==> config.mk <==
export PLATFORM = sky130hd
export DESIGN_NAME = wb_select_stage
export DESIGN_NICKNAME = d
export VERILOG_FILES = /design/src/rtl/wb_select_stage.sv
export SDC_FILE = /design/constraint.sdc
export NUM_CORES = 1
export LEC_CHECK = 0
export CAP_MARGIN = 30
export CORE_ASPECT_RATIO = 0.6
export CORE_MARGIN = 2
export CORE_UTILIZATION = 26
export CTS_CLUSTER_DIAMETER = 30
export CTS_CLUSTER_SIZE = 8
export DETAILED_ROUTE_END_ITERATION = 12
export PLACE_DENSITY_LB_ADDON = 0.25
export SYNTH_ARGS = -nofsm -noshare
export SYNTH_HDL_FRONTEND = slang
export SYNTH_SLANG_ARGS = --single-unit
==> constraint.sdc <==
create_clock -name clk -period 3 [get_ports clk]
set_input_delay 0.6 -clock clk [delete_from_list [all_inputs] [get_ports clk]]
set_output_delay 0.6 -clock clk [all_outputs]
set_load 0.1 [all_outputs]
==> src/rtl/wb_select_stage.sv <==
// Register-file writeback stage: picks one of NSRC result sources per instruction,
// stalls on load data when the memory source is selected, and keeps the last write for bypass.
module wb_select_stage #(
    parameter int D       = 8,
    parameter int NSRC    = 4,
    parameter int AW      = 3,
    parameter int MEM_IDX = 1,
    parameter int TIMEOUT = 16,
    localparam int SW     = $clog2(NSRC)
) (
    input  logic              clk,
    input  logic              reset,
    input  logic              in_valid,
    output logic              in_ready,
    input  logic [NSRC*D-1:0] src_dat,
    input  logic [SW-1:0]     src_sel,
    input  logic              wr_en_in,
    input  logic [AW-1:0]     wr_addr_in,
    input  logic              mem_valid,
    input  logic [D-1:0]      mem_dat,
    output logic              rf_we,
    output logic [AW-1:0]     rf_waddr,
    output logic [D-1:0]      rf_wdat,
    output logic              fwd_valid,
    output logic [AW-1:0]     fwd_addr,
    output logic [D-1:0]      fwd_dat,
    output logic              err
);

    localparam int CW = (TIMEOUT > 0) ? $clog2(TIMEOUT + 1) : 1;
    localparam logic [CW-1:0] CNT_LAST = CW'(TIMEOUT - 1);

    typedef enum logic {IDLE, WAIT_MEM} state_t;

    state_t          state_reg, state_next;
    logic [CW-1:0]   cnt_reg, cnt_next;
    logic [AW-1:0]   pend_addr_reg, pend_addr_next;
    logic            err_next;

    logic [D-1:0]    src_word [NSRC];
    logic [D-1:0]    sel_data;
    logic            mem_sel;
    logic            accept;
    logic            wr_fire;
    logic [AW-1:0]   wr_addr_sel;
    logic [D-1:0]    wr_dat_sel;

    genvar gi;
    generate
        for (gi = 0; gi < NSRC; gi++) begin : g_src
            assign src_word[gi] = src_dat[gi*D +: D];
        end
    endgenerate

    // Out-of-range selects match no entry and fall back to source 0.
    always_comb begin
        sel_data = src_word[0];
        for (int k = 1; k < NSRC; k++) begin
            if (src_sel == SW'(k)) begin
                sel_data = src_word[k];
            end
        end
    end

    assign mem_sel  = (src_sel == SW'(MEM_IDX));
    assign in_ready = (state_reg == IDLE);
    assign accept   = in_valid && in_ready;

    always_comb begin
        state_next     = state_reg;
        cnt_next       = cnt_reg;
        pend_addr_next = pend_addr_reg;
        err_next       = err_reg_q();
        wr_fire        = 1'b0;
        wr_addr_sel    = wr_addr_in;
        wr_dat_sel     = sel_data;
        case (state_reg)
            IDLE: begin
                if (accept && wr_en_in) begin
                    if (!mem_sel) begin
                        wr_fire = 1'b1;
                    end else if (mem_valid) begin
                        wr_fire    = 1'b1;
                        wr_dat_sel = mem_dat;
                    end else begin
                        state_next     = WAIT_MEM;
                        pend_addr_next = wr_addr_in;
                        cnt_next       = '0;
                    end
                end
            end
            WAIT_MEM: begin
                // Load data arriving on the timeout cycle still wins.
                if (mem_valid) begin
                    wr_fire     = 1'b1;
                    wr_addr_sel = pend_addr_reg;
                    wr_dat_sel  = mem_dat;
                    state_next  = IDLE;
                end else if ((TIMEOUT != 0) && (cnt_reg == CNT_LAST)) begin
                    err_next   = 1'b1;
                    state_next = IDLE;
                end else begin
                    cnt_next = cnt_reg + CW'(1);
                end
            end
            default: state_next = IDLE;
        endcase
    end

    function automatic logic err_reg_q();
        return err;
    endfunction

    always_ff @(posedge clk or posedge reset) begin
        if (reset) begin
            state_reg     <= IDLE;
            cnt_reg       <= '0;
            pend_addr_reg <= '0;
            err           <= 1'b0;
        end else begin
            state_reg     <= state_next;
            cnt_reg       <= cnt_next;
            pend_addr_reg <= pend_addr_next;
            err           <= err_next;
        end
    end

    // rf_* and fwd_* load on the same edge so they agree whenever rf_we is high.
    always_ff @(posedge clk or posedge reset) begin
        if (reset) begin
            rf_we     <= 1'b0;
            rf_waddr  <= '0;
            rf_wdat   <= '0;
            fwd_valid <= 1'b0;
            fwd_addr  <= '0;
            fwd_dat   <= '0;
        end else begin
            rf_we <= wr_fire;
            if (wr_fire) begin
                rf_waddr  <= wr_addr_sel;
                rf_wdat   <= wr_dat_sel;
                fwd_valid <= 1'b1;
                fwd_addr  <= wr_addr_sel;
                fwd_dat   <= wr_dat_sel;
            end
        end
    end

endmodule

After elaboration in Yosys (flattened, before gate mapping)

Cells that the tools add are included.
W data, S select, Z words.

Add/sub/neg operators: 1
Equality and inequality tests: 9
Muxes and demuxes: 25
Bitwise gates (word level): 2
Reduce and logical (&&, ||, !) cells: 5

Operators by type and width:

| operator              | number |
|---|---|
| $mux W8               | 6 |
| $mux W5               | 5 |
| $pmux W8 S2           | 1 |
| $pmux W5 S2           | 1 |
| $mux W1               | 8 |
| $mux W3               | 2 |
| $ne A2 B2 Y1 const B  | 3 |
| $reduce_and A3 Y1     | 2 |
| $add A5 B1 Y5 const B | 1 |
| $eq A5 B4 Y1 const B  | 1 |
| $reduce_and A5 Y1     | 1 |
| $eq A2 B2 Y1 const B  | 2 |
| $ne A2 B1 Y1 const B  | 2 |
| $pmux W1 S2           | 2 |
| $eq A2 B1 Y1 const B  | 1 |
| $logic_and A1 B1 Y1   | 2 |
| $not A1 Y1            | 2 |

Register bits: 23
Input bits: 50
Output and inout bits: 26
Word-level logic and storage cells: 50

Logic depth before layout (Yosys ltp)

Depth in word-level cells: 8
Gate-level depth with buffers: 7
Depth with buffers taken out: 7

Worst setup path after synthesis

Ideal clock, no wire load.

Path type: reg-to-reg
Start: reg state_reg
End: reg fwd_addr[0]
Setup time: 126 ps
Arrival: 2116 ps
Data required time: 2874 ps
Path slack: 758 ps
Stages on the path, launching flop included: 7
Path buffers: 2
Period minus slack after synthesis: 2242 ps
Path through: dfrtp_1 > clkbuf_2 > inv_1 > a21oi_1 > nor2_1 > buf_4 > mux2_2

Word-level cells in the longest chain between the ends: 5
Elaborated cells on any way between the ends: 6
Classes of those cells: mux: 3; bitwise: 1; reduce/logical: 2

Ends and longest elaborated chain:

| item                          | line | text |
|---|---|---|
| start, declared               | 35   | `state_t state_reg, state_next;` |
| start signal, assigned        | 121  | `state_reg <= state_next;` |
| $not A1 Y1 (no source line) * | -    |  |
| named net in_ready            | 14   | `output logic in_ready,` |
| $logic_and A1 B1 Y1           | 67   | `assign accept = in_valid && in_ready;` |
| $logic_and A1 B1 Y1           | 79   | `if (accept && wr_en_in) begin` |
| $mux W1                       | 79   |  |
| $pmux W1 S2 *                 | 77   | `case (state_reg)` |
| named net wr_fire             | 44   | `logic wr_fire;` |
| end signal, assigned          | 143  | `fwd_addr <= wr_addr_sel;` |
| end, declared                 | 25   | `output logic [AW-1:0] fwd_addr,` |

Mark *: on every way through the listed nets, which the timed path passes. The rest lies on a longest branch.
A chain may end at the register's enable or synchronous reset.

Final worst setup path

Start: in src_sel[0]
End: reg fwd_dat[2]

Word-level cells in the longest chain between the ends: 8
Elaborated cells on any way between the ends: 13
Classes of those cells: eq/ne: 3; mux: 10

Ends and longest elaborated chain:

| item                  | line   | text |
|---|---|---|
| start, declared       | 16     | `input logic [SW-1:0] src_sel,` |
| $eq A2 B1 Y1          | 59, 65 |  |
| $mux W8 (3 in series) | 59     | `if (src_sel == SW'(k)) begin` |
| $mux W8               | 82, 94 |  |
| $mux W8               | 80     | `if (!mem_sel) begin` |
| $mux W8               | 79     |  |
| $pmux W8 S2           | 77     |  |
| end signal, assigned  | 144    | `fwd_dat <= wr_dat_sel;` |
| end, declared         | 26     | `output logic [D-1:0] fwd_dat,` |

Parallel ways exist; a longest one is shown, timed or not.

==> metrics.md <==
| Metric | Value |
|---|---|
| Final HPWL DP | `3.31 mm` |
| # DRC | `0` |
| Setup violators final | `0` |
| CTS clk-pin slew, worst paths | `0.08 ns` |
| Pwr dens | `713 nW/µm²` |
| Clock tree from TritonCTS | `built` |
| Outcome | `finished clean` |
| Post-CTS Setup Inserts | `0` |
| Reg2reg path depth | `7` |
| Count of boundary I/O pins | `76` |
| Clk sinks | `23` |
| Fin. max-slew vios | `0` |
| Achievable frequency | `around 420 MHz` |
| Yosys cell types | `26` |
| CP Capture Type | `flop` |
| Clock Latency Late Sink | `around 0.26 ns` |
| Cts repair resizes | `0` |
| Clk buf depth | `2` |
| Clock buffer count from CTS | `3` |
| RSZ-0062 raised after global routing | `false` |
| WS Path Type | `input pin to flop` |
| Post-layout total power | `1.52 mW` |
| Most common cell after layout, fill and taps aside | `clkdlybuf4s50_1` |
| Syn Inst Count | `between 100 and 150` |
| Number of global-route vias before repair | `approximately 1200` |
| Reg2reg end | `cnt_reg[3]` |
| Hold-critical path depth | `1` |
| Die area | `6080 µm²` |
| Most frequent cells in the layout | `clkdlybuf4s50_1 (49), buf_4 (30), dfrtp_1 (23), mux2_2 (20), mux4_2 (8)` |
| Final hold vios | `0` |
| Setup TNS | `0 ns` |
| Number of flip-flops under the largest register name | `8` |
| Flop-to-flop setup slack | `about 1.0 ns` |
| Peak supply drop | `about 0.00029 V` |
| Synthesis-stage register bit count | `23` |
| Slew @ Worst Pin | `around 0.9 ns` |
| Synthesis-to-layout area growth | `50.7%` |
| Drt pass-1 iters | `4` |
| Ys flop type | `dfrtp_1` |
| Skew final | `roughly 0.0054 ns` |
| RD Place Congestion | `~0.72` |
| CTS H-tree lvls | `1` |
| Std-Cell Rows | `20` |
| Number of port buffers | `between 70 and 80` |
| CP startpoint kind | `input pin` |
| Post-Layout Cell Count | `approximately 240` |
| First-pass GRT wire length | `just under 6 mm` |
| Setup slack after layout | `about 0.61 ns` |
| R2R Path Start | `cnt_reg[0]` |
| Number of flops mapped to enable cells by yosys | `0` |
| Rel. slew slack | `40.0%` |
| Yosys warnings | `0` |
| Die width | `approximately 99 µm` |
| Max cap viols | `0` |
| Routed WL | `about 3.9 mm` |
| Core area | `roughly 5200 µm²` |
| Largest net degree at the start of global routing | `24` |
| Synth Net Count | `162` |
| Mapped cell area | `~1400 µm²` |
| Placed cell count | `between 200 and 250` |
| Ys async rst share | `100%` |
| Initial antenna violation count | `0` |
| Worst Hold End | `fwd_valid` |
| Worst hold start | `fwd_valid` |
| Initial Utilization | `27.5%` |
| Vias | `~1100` |
| Final Net Count | `230` |
| Critical Path RT | `about 3.2 ns` |
| Seq/Total Area, Yosys | `slightly above 40%` |
| Avg Inst Size Synth | `around 13 µm²` |
| Period utilisation layout | `roughly four fifths` |
| Grt ovf | `0` |
| Die Y | `approximately 60 µm` |
| Gr usage total | `~13%` |
| Share of layout cells above drive strength 1 | `~40%` |
| Worst EP arrival | `roughly 2.5 ns` |
| Number of routed nets with antenna violations | `0` |
| Hold-fix buffers, CTS | `0` |
| Clock root buffer | `clkbuf_8` |
| Fin crit period | `2.39 ns` |
| Hold Path Class | `flop to flop` |
| Via/cell ratio | `4.55` |
| DRT iter0 DRCs | `14` |
| Post-Route Utilization | `between 40% and 50%` |
| Number of diodes | `0` |
| Wire per inst | `15.9 µm` |
| Critical path peak fanout | `6` |
| Static power due to leakage | `approximately 0.91 nW` |
| Dpl ws | `slightly below 0.3 ns` |
==> Yosys cell counts (2+ instances only) <==
cell | number | area [µm²]
mux4_2 | 8 | 180
inv_1 | 7 | 26.3
or3_1 | 2 | 12.5
o41ai_1 | 2 | 17.5
nand3_1 | 2 | 10.0
mux2_2 | 20 | 225
mux2_4 | 5 | 75.1
nand2_1 | 5 | 18.8
dfrtp_1 | 23 | 576
o21ai_0 | 4 | 20.0
buf_6 | 2 | 22.5
a21oi_1 | 3 | 15.0
buf_4 | 13 | 97.6
ha_1 | 2 | 25.0
==> stage by stage <==
step	hold WS, ns	area [µm²]
after floorplan	0.443	1420
after global placement	0.455	2090
after detailed placement	0.464	2090
after CTS	0.482	2140
after global routing	0.501	2140
final	0.477	2140
==> per-layer routing <==
layer,share of wire (%),vias up,track usage [%]
met2,49,30,22.1
met4,0.72,0,2.35
li1,-,523,-
met1,45,550,17.2
met3,4.6,2,3.52
met5,0,-,0
==> worst max path at each step <==
stage | slack (ns) | startpoint | to
2_1_floorplan | 0.76 | state_reg | fwd_addr[0]
3_3_place_gp | 0.36 | src_sel[0] | fwd_dat[4]
3_5_place_dp | 0.29 | src_sel[0] | fwd_dat[2]
4_1_cts | 0.58 | src_sel[0] | fwd_dat[2]
5_1_grt | 0.52 | src_sel[0] | fwd_dat[4]
6_report | 0.61 | src_sel[0] | fwd_dat[2]
==> power breakdown <==
part | switching [mW] | total, mW | internal [mW]
Sequential | 0.0537 | 0.427 | 0.374
Clock | 0.0976 | 0.190 | 0.0926
Combinational | 0.661 | 0.907 | 0.246
Total | 0.813 | 1.52 | 0.712
==> final cells by class <==
cell class | count | area, µm²
Clock inverter | 1 | 5.00
Inverter | 7 | 26.3
Sequential cell | 23 | 576
Tap cell | 66 | 82.6
Multi-Input combinational cell | 64 | 692
Timing Repair Buffer | 79 | 716
Clock buffer | 3 | 41.3
Fill cell | 492 | 3020
==> critical path, cell delays in order <==
cell and delay (ns):
clkdlybuf4s50_1 0.67, buf_4 0.23, mux4_2 0.51, mux2_2 0.27, mux2_4 0.25
==> kinds of logic after synthesis <==
logic type | share of synthesized area, %
mux | 33.9
buf+inv | 10.7
flops | 40.6
simple gates | 5.82
fa+ha+maj | 1.76
compound gates | 7.32
Power figures use the tool's default switching activity.
